--- src/rtl/quad_pkg.sv ---
// Shared definitions for the quadrature encoder counter:
// step classification codes and the saturating accumulator add.
package quad_pkg;

  typedef enum logic [1:0] {
    STEP_NONE = 2'b00,
    STEP_POS  = 2'b01,
    STEP_NEG  = 2'b10,
    STEP_ERR  = 2'b11
  } step_e;

  // Symmetric clamp to +/-(2^(w-1)-1); callers keep w <= 31 so a+b cannot overflow.
  function automatic logic signed [31:0] sat_add(input logic signed [31:0] a,
                                                 input logic signed [31:0] b,
                                                 input int w);
    logic signed [31:0] lim;
    logic signed [31:0] sum;
    lim = (32'sd1 <<< (w - 1)) - 32'sd1;
    sum = a + b;
    if (sum > lim) return lim;
    if (sum < -lim) return -lim;
    return sum;
  endfunction

endpackage

--- src/rtl/quad_in_filt.sv ---
// Input conditioning for one encoder pin: multi-flop synchroniser followed by a
// glitch filter that only accepts a new level after FILT_LEN consecutive clocks.
module quad_in_filt #(
  parameter int SYNC_STAGES = 2,
  parameter int FILT_LEN    = 4
) (
  input  logic clk,
  input  logic rst_n,
  input  logic pin_i,
  output logic filt_o
);

  localparam int CW = $clog2(FILT_LEN + 1);

  logic [SYNC_STAGES-1:0] sync_q, sync_d;
  logic                   filt_q, filt_d;
  logic [CW-1:0]          cnt_q, cnt_d;
  logic                   s;

  // Any return to the filtered level restarts the qualification count.
  always_comb begin
    sync_d = {sync_q[SYNC_STAGES-2:0], pin_i};
    s      = sync_q[SYNC_STAGES-1];
    filt_d = filt_q;
    cnt_d  = '0;
    if (s != filt_q) begin
      if (cnt_q == CW'(FILT_LEN - 1)) filt_d = s;
      else                            cnt_d  = cnt_q + CW'(1);
    end
  end

  always_ff @(posedge clk or negedge rst_n) begin
    if (!rst_n) begin
      sync_q <= '0;
      filt_q <= 1'b0;
      cnt_q  <= '0;
    end else begin
      sync_q <= sync_d;
      filt_q <= filt_d;
      cnt_q  <= cnt_d;
    end
  end

  assign filt_o = filt_q;

endmodule

--- src/rtl/quad_enc_counter.sv ---
// 4x quadrature position counter with index zeroing, preload, illegal-transition
// tracking and windowed velocity measurement; one instance per wheel.
module quad_enc_counter
  import quad_pkg::*;
#(
  parameter int CNT_W       = 32,
  parameter int SYNC_STAGES = 2,
  parameter int FILT_LEN    = 4,
  parameter int VEL_W       = 16,
  parameter int VEL_WIN     = 50000,
  parameter int DIR_INV     = 0
) (
  input  logic             clk,
  input  logic             rst_n,
  input  logic             quadA,
  input  logic             quadB,
  input  logic             quadI,
  input  logic             idx_clr_en,
  input  logic             cnt_load,
  input  logic [CNT_W-1:0] cnt_load_val,
  input  logic             err_clr,
  output logic [CNT_W-1:0] count,
  output logic             dir,
  output logic             step,
  output logic             idx_seen,
  output logic             err_sticky,
  output logic [7:0]       err_cnt,
  output logic [VEL_W-1:0] vel,
  output logic             vel_valid
);

  localparam int   WIN_W = $clog2(VEL_WIN);
  localparam logic INV   = (DIR_INV != 0);

  logic fa, fb, fi;

  quad_in_filt #(.SYNC_STAGES(SYNC_STAGES), .FILT_LEN(FILT_LEN)) u_filt_a (
    .clk(clk), .rst_n(rst_n), .pin_i(quadA), .filt_o(fa));
  quad_in_filt #(.SYNC_STAGES(SYNC_STAGES), .FILT_LEN(FILT_LEN)) u_filt_b (
    .clk(clk), .rst_n(rst_n), .pin_i(quadB), .filt_o(fb));
  quad_in_filt #(.SYNC_STAGES(SYNC_STAGES), .FILT_LEN(FILT_LEN)) u_filt_i (
    .clk(clk), .rst_n(rst_n), .pin_i(quadI), .filt_o(fi));

  logic [1:0]              ab_prev_q, ab_prev_d;
  logic                    idx_prev_q, idx_prev_d;
  logic [CNT_W-1:0]        count_q, count_d;
  logic                    dir_q, dir_d;
  logic                    step_q, step_d;
  logic                    idx_seen_q, idx_seen_d;
  logic                    err_sticky_q, err_sticky_d;
  logic [7:0]              err_cnt_q, err_cnt_d;
  logic [VEL_W-1:0]        vel_q, vel_d;
  logic                    vel_valid_q, vel_valid_d;
  logic signed [VEL_W-1:0] acc_q, acc_d;
  logic [WIN_W-1:0]        win_q, win_d;

  step_e              step_code;
  logic               idx_rise;
  logic signed [31:0] step_delta;
  logic signed [31:0] acc_sum;

  // Direction comes from the new A against the old B; both bits flipping is a missed state.
  always_comb begin
    step_code = STEP_NONE;
    case ({fa, fb} ^ ab_prev_q)
      2'b00:   step_code = STEP_NONE;
      2'b11:   step_code = STEP_ERR;
      default: step_code = ((fa ^ ab_prev_q[0]) ^ INV) ? STEP_POS : STEP_NEG;
    endcase
    idx_rise   = fi & ~idx_prev_q;
    step_delta = (step_code == STEP_POS) ? 32'sd1 :
                 (step_code == STEP_NEG) ? -32'sd1 : 32'sd0;

    ab_prev_d  = {fa, fb};
    idx_prev_d = fi;
    idx_seen_d = idx_rise;
    step_d     = (step_code == STEP_POS) || (step_code == STEP_NEG);
    dir_d      = (step_code == STEP_POS) ? 1'b1 :
                 (step_code == STEP_NEG) ? 1'b0 : dir_q;

    count_d = count_q;
    if (cnt_load)                     count_d = cnt_load_val;
    else if (idx_rise && idx_clr_en)  count_d = '0;
    else if (step_code == STEP_POS)   count_d = count_q + CNT_W'(1);
    else if (step_code == STEP_NEG)   count_d = count_q - CNT_W'(1);

    err_sticky_d = err_sticky_q;
    err_cnt_d    = err_cnt_q;
    if (err_clr) begin
      err_sticky_d = (step_code == STEP_ERR);
      err_cnt_d    = (step_code == STEP_ERR) ? 8'd1 : 8'd0;
    end else if (step_code == STEP_ERR) begin
      err_sticky_d = 1'b1;
      err_cnt_d    = (err_cnt_q == 8'hFF) ? 8'hFF : err_cnt_q + 8'd1;
    end

    // The closing cycle of a window folds its own step into the published result.
    acc_sum     = sat_add(32'(acc_q), step_delta, VEL_W);
    vel_d       = vel_q;
    vel_valid_d = 1'b0;
    if (win_q == WIN_W'(VEL_WIN - 1)) begin
      vel_d       = VEL_W'(acc_sum);
      vel_valid_d = 1'b1;
      acc_d       = '0;
      win_d       = '0;
    end else begin
      acc_d = VEL_W'(acc_sum);
      win_d = win_q + WIN_W'(1);
    end
  end

  always_ff @(posedge clk or negedge rst_n) begin
    if (!rst_n) begin
      ab_prev_q    <= '0;
      idx_prev_q   <= 1'b0;
      count_q      <= '0;
      dir_q        <= 1'b0;
      step_q       <= 1'b0;
      idx_seen_q   <= 1'b0;
      err_sticky_q <= 1'b0;
      err_cnt_q    <= '0;
      vel_q        <= '0;
      vel_valid_q  <= 1'b0;
      acc_q        <= '0;
      win_q        <= '0;
    end else begin
      ab_prev_q    <= ab_prev_d;
      idx_prev_q   <= idx_prev_d;
      count_q      <= count_d;
      dir_q        <= dir_d;
      step_q       <= step_d;
      idx_seen_q   <= idx_seen_d;
      err_sticky_q <= err_sticky_d;
      err_cnt_q    <= err_cnt_d;
      vel_q        <= vel_d;
      vel_valid_q  <= vel_valid_d;
      acc_q        <= acc_d;
      win_q        <= win_d;
    end
  end

  assign count      = count_q;
  assign dir        = dir_q;
  assign step       = step_q;
  assign idx_seen   = idx_seen_q;
  assign err_sticky = err_sticky_q;
  assign err_cnt    = err_cnt_q;
  assign vel        = vel_q;
  assign vel_valid  = vel_valid_q;

endmodule

--- config.mk ---
export PLATFORM = sky130hd
export DESIGN_NAME = quad_enc_counter
export DESIGN_NICKNAME = d
export VERILOG_FILES = /design/src/rtl/quad_pkg.sv /design/src/rtl/quad_in_filt.sv /design/src/rtl/quad_enc_counter.sv
export SDC_FILE = /design/constraint.sdc
export NUM_CORES = 1
export LEC_CHECK = 0
export BUFFER_PORTS_ARGS = -buffer_cell sky130_fd_sc_hd__buf_2
export CORE_ASPECT_RATIO = 1.2
export CORE_MARGIN = 2
export CORE_UTILIZATION = 30
export DETAILED_ROUTE_END_ITERATION = 7
export PLACE_DENSITY = 0.48
export SLEW_MARGIN = 20
export SYNTH_ARGS = -nofsm -noshare
export SYNTH_HDL_FRONTEND = slang
export SYNTH_SLANG_ARGS = --single-unit
export TNS_END_PERCENT = 100
--- constraint.sdc ---
create_clock -name clk -period 10.2 [get_ports clk]
set_input_delay 2.55 -clock clk [delete_from_list [all_inputs] [get_ports clk]]
set_output_delay 2.55 -clock clk [all_outputs]
set_load 0.02 [all_outputs]
======== Word level (Yosys, flattened, before mapping) ========
Cells that the tools add are included.
storage, ports and cells
  register bits after elaboration ......... 114
  latch bits .............................. 0
  RAM bits ................................ 0
  ROM bits ................................ 0
  word-level logic and storage cells ...... 88
  memories ................................ 0
operators by class
  add/subtract/negate cells ............... 8
  multipliers ............................. 0
  div/mod/pow operators ................... 0
  order comparisons ....................... 2
  equality and inequality tests ........... 12
  shift-type cells ........................ 0
  mux-type cells .......................... 32
  bitwise gates (word level) .............. 4
  reductions and logical operators ........ 9
operator list
  kind                     count
  $mux W32                 6
  $mux W16                 6
  $add A16 B32 Y32         1
  $add A32 B1 Y32 const B  1
  $gt A32 B16 Y1 const B   1
  $lt A32 B16 Y1 const B   1
  $sub A32 B1 Y32 const B  1
  $mux W8                  3
  $mux W3                  6
  $add A16 B1 Y16 const B  1
  $eq A16 B16 Y1 const B   1
  $add A3 B1 Y3 const B    3
  $eq A3 B2 Y1 const B     3
  $mux W1                  9
  $add A8 B1 Y8 const B    1
  $eq A8 B8 Y1 const B     1
  $eq A2 B2 Y1 const B     3
  $reduce_and A2 Y1        3
  $pmux W2 S2              1
  $reduce_bool A2 Y1       2
  $reduce_bool A4 Y1       1
  $ne A1 B1 Y1             3
  $eq A2 B1 Y1 const B     1
  $logic_not A2 Y1         1
  7 further kinds          7

======== Longest topological paths before layout ========
Gate-level depths: netlist of the first run.
  word-level depth ........................ 13
  depth in mapped cells ................... 24
  mapped depth without buffers ............ 23

======== By module ========
A second synthesis of the first run with hierarchy kept.
second synthesis, totals
  cells, all modules ...................... 796
  area total of the unflattened synthesis .. 7191.9 um^2
by module, submodules not included
  module            times used  cells each  area each (um^2)
  quad_enc_counter  1           757         6542.5
  quad_in_filt      3           13          216.5

======== Worst setup path before layout of the first run ========
OpenSTA, ideal clock, no wires.
  path kind ............................... reg-to-reg
  from .................................... register u_filt_a.filt_q, in the netlist u_filt_a.filt_o
  to ...................................... register vel_q[0], in the netlist vel[0]
  setup time .............................. 0.077 ns
  data arrival time ....................... 5.207 ns
  data required time ...................... 10.123 ns
  slack ................................... 4.916 ns
  cell stages (with the launch flop) ...... 23
  clock period less this slack ............ 5.284 ns
  path through ............................ dfrtp_1 xor2_1 ha_1 o21ai_0 ha_1 ha_1 a2111oi_4 o21ai_0 a21oi_1 o31a_1 o21ba_2 nor2b_1 or2_2 fa_1 nor4_1 nand4_1 nor4_1 and4_1 o2111a_1 or2_1 buf_6 nor3_1 a21oi_1
on the way
  word-level cells in the longest chain between the ends .. 12
  elaborated cells on any way between the ends .. 19
  those cells by class .................... 1 x add/sub; 2 x order compare; 3 x eq/ne; 10 x mux; 2 x bitwise; 1 x reduce/logical
RTL lines
  element                                                line                                            source
  start, declared                                        quad_in_filt.sv:16                              logic filt_q, filt_d;
  start signal, assigned                                 quad_in_filt.sv:39                              filt_q <= filt_d;
  $xor A2 B2 Y2 / $xor A1 B1 Y1 (equally long branches)  quad_enc_counter.sv:65, quad_enc_counter.sv:68
  $eq A2 B2 Y1 (tied with other cells)                   quad_enc_counter.sv:65                          case ({fa, fb} ^ ab_prev_q)
  $pmux W2 S2 (*)                                        quad_enc_counter.sv:65
  $eq A2 B2 Y1                                           quad_enc_counter.sv:72                          (step_code == STEP_NEG) ? -32'sd1 : 32'sd0;
  $mux W32                                               quad_enc_counter.sv:72
  $mux W32 (*)                                           quad_enc_counter.sv:71                          step_delta = (step_code == STEP_POS) ? 32'sd1 :
  $add A16 B32 Y32 (*)                                   quad_pkg.sv:19                                  sum = a + b;
  $lt A32 B16 Y1                                         quad_pkg.sv:21                                  if (sum < -lim) return -lim;
  $mux W1 (2 in series)                                  quad_pkg.sv:21
  $mux W16                                               quad_pkg.sv:22                                  return sum;
  $mux W16 (*)                                           quad_pkg.sv:21
  end signal, assigned                                   quad_enc_counter.sv:135                         vel_q <= vel_d;
  end, declared                                          quad_enc_counter.sv:52                          logic [VEL_W-1:0] vel_q, vel_d;
Every way passes the cells marked *; elsewhere a longest branch is shown, timed or not. The select of a mux whose other input is x is not followed.
A chain may end at the register's enable or synchronous reset.

======== Worst setup path after layout of the first run ========
  from .................................... register u_filt_a.filt_q, in the netlist u_filt_a.filt_o
  to ...................................... register acc_q[7]
on the way
  word-level cells in the longest chain between the ends .. 13
  elaborated cells on any way between the ends .. 20
  those cells by class .................... 1 x add/sub; 2 x order compare; 3 x eq/ne; 11 x mux; 2 x bitwise; 1 x reduce/logical
RTL lines
  element                                                line                                            source
  $xor A2 B2 Y2 / $xor A1 B1 Y1 (equally long branches)  quad_enc_counter.sv:65, quad_enc_counter.sv:68
  $eq A2 B2 Y1 (tied with other cells)                   quad_enc_counter.sv:65
  $pmux W2 S2 (*)                                        quad_enc_counter.sv:65
  $eq A2 B2 Y1                                           quad_enc_counter.sv:72
  $mux W32                                               quad_enc_counter.sv:72
  $mux W32 (*)                                           quad_enc_counter.sv:71
  $add A16 B32 Y32 (*)                                   quad_pkg.sv:19
  $lt A32 B16 Y1                                         quad_pkg.sv:21
  $mux W1 (2 in series)                                  quad_pkg.sv:21
  $mux W16                                               quad_pkg.sv:22
  $mux W16 (*)                                           quad_pkg.sv:21
  $mux W16 (*)                                           quad_enc_counter.sv:101                         if (win_q == WIN_W'(VEL_WIN - 1)) begin
  named net acc_d[7]                                     quad_enc_counter.sv:54                          logic signed [VEL_W-1:0] acc_q, acc_d;
  end signal, assigned                                   quad_enc_counter.sv:124                         acc_q <= '0;
  end signal, assigned                                   quad_enc_counter.sv:137                         acc_q <= acc_d;
  end, declared                                          quad_enc_counter.sv:54
Mark *: on every way through the listed nets, which the timed path passes. The rest lies on a longest branch. The select of a mux whose other input is x is not followed.

==> results by group, run 1 <==
Clocking
  – Htree depth: 4
  – Clk buf depth: 2
  – CTS resizes: 0
  – CTS Root Cell: clkbuf_16
  – Reg clk slew, reported paths: 50 ps
  – Hold Buf Count CTS: 0
  – Number of post-CTS setup repair buffers: 0
  – CTS tree: yes
  – Worst skew pair latency: 430 ps
  – Clock Sink Count: 114
  – CTS Buf Count: 17

Floorplanning
  – Total Die Area: 0.0246 mm²
  – Initial core utilization: 30.3%
  – Die Ht: 171 µm
  – FP Rows: 61
  – Die width: 143 µm
  – Core Area: 0.0230 mm²
  – I/O pin count: 101

Cells and area
  – Filler cells: 2392
  – N_diodes: 0
  – Nets: 949
  – P&R area growth vs syn: 21.5%
  – Layout cells sized above 1: 17.6%
  – Final core utilization: 36.9%
  – Commonest non-fill, non-tap cell in the layout: dfrtp_1
  – Most frequent cells in the layout: dfrtp_1, buf_2, nand2_1, a21oi_1, nor2_1

Global routing
  – Global-route wire length before repair: 29800 µm
  – Largest net degree at the start of global routing: 43
  – Grt ovf: 0
  – Vias in the first global route: 5781
  – GRT Overall Usage: 15.3%
  – Initial antenna violation count: 0

Synthesis
  – Mapped cell area: 0.00699 mm²
  – Synth Flop Type: dfrtp_1
  – Sequential element share of the synthesized area: 40.8%
  – Synth warnings: 0
  – Netlist cell types: 65
  – Post-Syn Nets: 851
  – Post-Syn Area per Cell: 9.30 µm²
  – Async SR Flop Fraction: 100%
  – Synthesis-stage register bit count: 114
  – Synth Instances: 752
  – Post-synth EDFFs: 0

Timing
  – Final critical-path share of the clock period: 62.0%
  – WHS: 343 ps
  – RSZ-0062 raised after global routing: false
  – Hold Violations, Final: 0
  – Fin Setup TNS: 0 ps
  – Fmax: 158 MHz
  – Clock Skews: 16.2 ps
  – Min Tclk post-route: 6320 ps
  – Max-slew violations: 0
  – Final Setup Violations: 0
  – Slew headroom: 24.9%
  – Worst-Margin Slew: 1100 ps

Routing
  – Via count: 5933
  – Drt initial violations: 297
  – Top sig layer: met4
  – Antenna Nets Post-Route: 0
  – WL final: 18500 µm
  – Drt drc: 0
  – Vias/cell: 5.04
  – Wire per inst: 15.7 µm
  – Metal2 WL: 8610 µm
  – Met3 WL: 705 µm
  – Metal-1 WL: 8900 µm
  – DR pass1 iterations: 4

Setup path
  – CP Launch Type: register
  – CP Class: register to register
  – Critical Path AT: 6630 ps
  – Max FO, Critical Path: 19
  – Critical Path RT: 10510 ps
  – Worst setup EP type: register

Job
  – MaxCap Viol Count: 0

Placement
  – Final HPWL DP: 13100 µm
  – IO Port Bufs: 100
  – GPL Wtd Cong: 0.814

Hold path
  – Min-Delay Path Class: register to register

Status
  – Run status: finished clean
Yosys cell counts (10+ instances only):
library cell / number / area share [%]
a21o_1: 27 / 2.9
a21oi_1: 71 / 5.1
clkbuf_1: 22 / 1.2
dfrtp_1: 114 / 41
ha_1: 56 / 10
inv_1: 23 / 1.2
nand2_1: 70 / 3.8
nand3_1: 24 / 1.7
nor2_1: 61 / 3.3
nor2b_1: 10 / 0.89
o21a_1: 12 / 1.3
o21ai_0: 54 / 3.9
xnor2_1: 29 / 3.6
xor2_1: 29 / 3.6
through the flow:
step | cells | setup WS (ps) | area [µm²]
global route | 1178 | 3370 | 8500
finish | 1178 | 3880 | 8500
detailed placement | 1146 | 3870 | 7820
CTS | 1178 | 3840 | 8500
floorplan | 752 | 4920 | 6990
global placement | 1146 | 4010 | 7820
cell families (layout without fill, tap and decap cells):
kind of cell	Yosys count	in the layout	share of synthesized area, %
adders and majority gates	59	59	10.9
xor gates and xnor gates	58	58	7.26
DFF	114	114	40.8
buffers and inverters	50	161	2.92
muxes	5	5	0.787
AOI/OAI and AO/OA	242	242	22.3
and+or+nand+nor	224	224	15.1
routing by layer:
layer	GRT usage [%]	up-vias
li1	-	2934
met1	20.4	2843
met2	25.2	132
met3	3.23	24
met4	4.09	0
met5	0	-
state kept, by name (all words and copies together), names as in the netlist, 2 cells and up:
| register | flops |
|---|---|
| ab_prev_q | 2 |
| count | 32 |
| acc_q | 16 |
| u_filt_b.sync_q | 2 |
| u_filt_a.sync_q | 2 |
| u_filt_i.cnt_q | 3 |
| u_filt_i.sync_q | 2 |
| vel | 16 |
| u_filt_b.cnt_q | 3 |
| err_cnt | 8 |
| win_q | 16 |
| u_filt_a.cnt_q | 3 |
layout make-up:
cell class	count	area, µm²	area share (%)
clock buffer	22	474	5.58
inverter	24	90.1	1.06
tap	315	394	4.64
clock inverter	10	203	2.39
sequential	114	2850	33.6
timing repair buffer	105	541	6.36
multi-input combinational	588	3940	46.4
worst paths after layout:
path,from,end,slack [ps],cells after the start
min,u_filt_a.sync_q[0],u_filt_a.sync_q[1],340,0
min in group asynchronous,rst_n,count[15],2070,1
min reg2reg,u_filt_a.sync_q[0],u_filt_a.sync_q[1],340,0
max in group asynchronous,rst_n,u_filt_a.sync_q[0],6640,3
max,u_filt_a.filt_o,acc_q[7],3880,21
max reg2reg,u_filt_a.filt_o,acc_q[7],3880,21
worst max-delay path: stages, from the launching register on:
cell,delay [ps]
dfrtp_1,430
xor2_1,200
ha_1,310
o21ai_0,300
ha_1,770
ha_1,460
a2111oi_4,390
o21ai_0,230
a21oi_1,180
o31a_1,190
o21ba_2,150
nor2b_1,50
or2_2,290
fa_1,470
nor4_1,300
nand4_1,130
nor4_1,210
and4_1,230
o2111a_1,180
or2_1,380
nor2_1,150
a21o_1,210
Power of run 1 is left out: the tool's default activity adds up to more than one toggle a clock period on the data nets, which glitch-free logic cannot reach.
==> inputs of run 2 (changes only) <==
==> constraint.sdc (replaced) <==
create_clock -name clk -period 6.3 [get_ports clk]
set_input_delay 1.575 -clock clk [delete_from_list [all_inputs] [get_ports clk]]
set_output_delay 1.575 -clock clk [all_outputs]
set_load 0.02 [all_outputs]
==> run 2 against run 1 <==
Net effect:
- critical path depth is the same
- critical endpoint is now acc_q[2]
- global-route usage is 0.36 points higher
- clock skew decreased by 3.2 ps
- worst setup slack lost 3300 ps
- worst hold slack lost 3.7 ps
- register-to-register slack got worse by 3300 ps
- via count is 0.42% lower
- largest cell class unchanged
- non-clock buffer count up 4
- count of clock-buffer cells in the layout shrank 3
- first-iteration DRC count unchanged
- flip-flop and latch count stayed put
==> results by group, run 2 (synthesized netlist as in run 1, its figures left out) <==
Status
  – Run status: finished clean (unchanged)

Global routing
  – Vias in the first global route: 5910 (was 5781)
  – Initial antenna violation count: 0 (unchanged)
  – GRT Overall Usage: 15.7% (was 15.3%)
  – Global-route wire length before repair: 30600 µm (was 29800 µm)
  – Largest net degree at the start of global routing: 48 (was 43)
  – Grt ovf: 0 (unchanged)

Placement
  – IO Port Bufs: 100 (unchanged)
  – Final HPWL DP: 13300 µm (was 13100 µm)
  – GPL Wtd Cong: 0.797 (was 0.814)

Clocking
  – Reg clk slew, reported paths: 60 ps (was 50 ps)
  – CTS Buf Count: 17 (unchanged)
  – CTS Root Cell: clkbuf_16 (unchanged)
  – Htree depth: 4 (unchanged)
  – CTS resizes: 0 (unchanged)
  – Hold Buf Count CTS: 0 (unchanged)
  – Clk buf depth: 2 (unchanged)
  – Clock Sink Count: 114 (unchanged)
  – Worst skew pair latency: 420 ps (was 430 ps)
  – CTS tree: yes (unchanged)
  – Number of post-CTS setup repair buffers: 0 (unchanged)

Floorplanning
  – Die Ht: 171 µm (unchanged)
  – Total Die Area: 0.0246 mm² (unchanged)
  – Core Area: 0.0230 mm² (unchanged)
  – FP Rows: 61 (unchanged)
  – Initial core utilization: 30.3% (unchanged)
  – Die width: 143 µm (unchanged)
  – I/O pin count: 101 (unchanged)

Setup path
  – Worst path slowest cell: fa_1 (was ha_1)
  – Critical Path, Cell by Cell: xor2_1, ha_1, o21ai_0, ha_1, ha_1, a2111oi_4, o21ai_0, a21oi_1, o31a_1, o21ba_2, nor2b_1, or2_2, fa_1, nor4_1, nand4_1, nor4_1, and4_1, o2111a_1, or2_1, nor2_1, a21o_1 (unchanged)
  – Critical Path AT: 5990 ps (was 6630 ps)
  – CP Class: register to register (unchanged)
  – Crit path max-delay family: compound AO/OA/AOI/OAI gates (was adder cells)
  – Max stage delay on crit path: 490 ps (was 770 ps)
  – CP Launch Type: register (unchanged)
  – Buf/Inv on CP: 0 (unchanged)
  – Worst setup EP type: register (unchanged)
  – Critical Path RT: 6600 ps (was 10510 ps)
  – Critical Path Stages: 21 (unchanged)
  – CP dominant cell by count: ha_1 (unchanged)
  – Max FO, Critical Path: 12 (was 19)
  – Worst r2r path cells: 21 (unchanged)

Timing
  – Max-slew violations: 0 (unchanged)
  – Fin Setup TNS: 0 ps (unchanged)
  – Fmax: 176 MHz (was 158 MHz)
  – Min Tclk post-route: 5690 ps (was 6320 ps)
  – Final critical-path share of the clock period: 90.4% (was 62.0%)
  – RSZ-0062 raised after global routing: false (unchanged)
  – Final Setup Violations: 0 (unchanged)
  – Slew headroom: 28.3% (was 24.9%)
  – Clock Skews: 13.0 ps (was 16.2 ps)
  – Hold Violations, Final: 0 (unchanged)
  – Worst-Margin Slew: 1050 ps (was 1100 ps)

Routing
  – Drt initial violations: 297 (unchanged)
  – Drt drc: 0 (unchanged)
  – DR pass1 iterations: 5 (was 4)
  – WL final: 18500 µm (about the same)
  – Antenna Nets Post-Route: 0 (unchanged)
  – Wire per inst: 15.6 µm (was 15.7 µm)
  – Via count: 5908 (was 5933)
  – Vias/cell: 4.99 (was 5.04)

Cells and area
  – Layout cells sized above 1: 18.2% (was 17.6%)
  – P&R area growth vs syn: 22.1% (was 21.5%)
  – Commonest non-fill, non-tap cell in the layout: dfrtp_1 (unchanged)
  – Most frequent cells in the layout: dfrtp_1, buf_2, nand2_1, a21oi_1, nor2_1 (unchanged)
  – Filler cells: 2413 (was 2392)
  – Max FFs per register: 32 (unchanged)
  – Nets: 953 (was 949)

Hold path
  – Min-Delay Path Class: register to register (unchanged)
  – Worst hold stages: 0 (unchanged)

Job
  – MaxCap Viol Count: 0 (unchanged)
run 2: cell count changes in the layout (fill, tap and decap cells not counted), sizes merged:
cell / before / now
buf: 105 / 109
clkbuf: 22 / 19
clkinv: 3 / 5
clkinvlp: 1 / 2
diode: 0 / 1
run 2: area by class of cell:
class / count / area [µm²] / area share (%)
diodes: 1 / 2.50 / 0.0293
clock buffers: 19 / 453 / 5.30
clock inverters: 13 / 231 / 2.71
inverters: 24 / 90.1 / 1.06
multi-input cells: 588 / 3940 / 46.2
flip-flops and latches: 114 / 2850 / 33.4
well taps: 315 / 394 / 4.62
repair buffers: 109 / 571 / 6.68
run 2: worst reg2reg max path: stages (launching register included):
cell and delay (ps):
dfrtp_1 440, xor2_1 230, ha_1 280, o21ai_0 300
ha_1 270, ha_1 340, a2111oi_4 390, o21ai_0 230
a21oi_1 210, o31a_1 190, o21ba_2 140, nor2b_1 50
or2_2 280, fa_1 490, nor4_1 300, nand4_1 120
nor4_1 180, and4_1 220, o2111a_1 170, or2_1 360
nor2_1 160, a21o_1 220
run 2: path summary, 6_finish.rpt:
kind,startpoint,end,slack (ps)
hold / removal,u_filt_a.sync_q[0],u_filt_a.sync_q[1],340
min in group asynchronous,rst_n,count[15],1180
setup reg to reg,u_filt_a.filt_o,acc_q[2],610
setup / recovery,u_filt_a.filt_o,acc_q[2],610
hold reg to reg,u_filt_a.sync_q[0],u_filt_a.sync_q[1],340
max in group asynchronous,rst_n,acc_q[6],4200
run 2: routing by layer:
metal,vias up,track usage (%),share of wire [%]
met5,-,0,0
met4,0,4.69,1.3
met3,18,3.42,4.0
met2,107,25.2,47
met1,2841,21.2,48
li1,2942,-,-
run 2: through the flow:
stage	setup slack [ps]	util [%]	instance area, µm²	hold slack (ps)	instances
after floorplan	1020	-	6990	331	752
after global placement	687	34.1	7850	334	1150
after detailed placement	616	34.1	7850	336	1150
after CTS	589	37.0	8540	344	1182
after global routing	118	37.0	8540	345	1182
final	608	37.0	8540	339	1183
Power of run 2 is left out for the same reason.
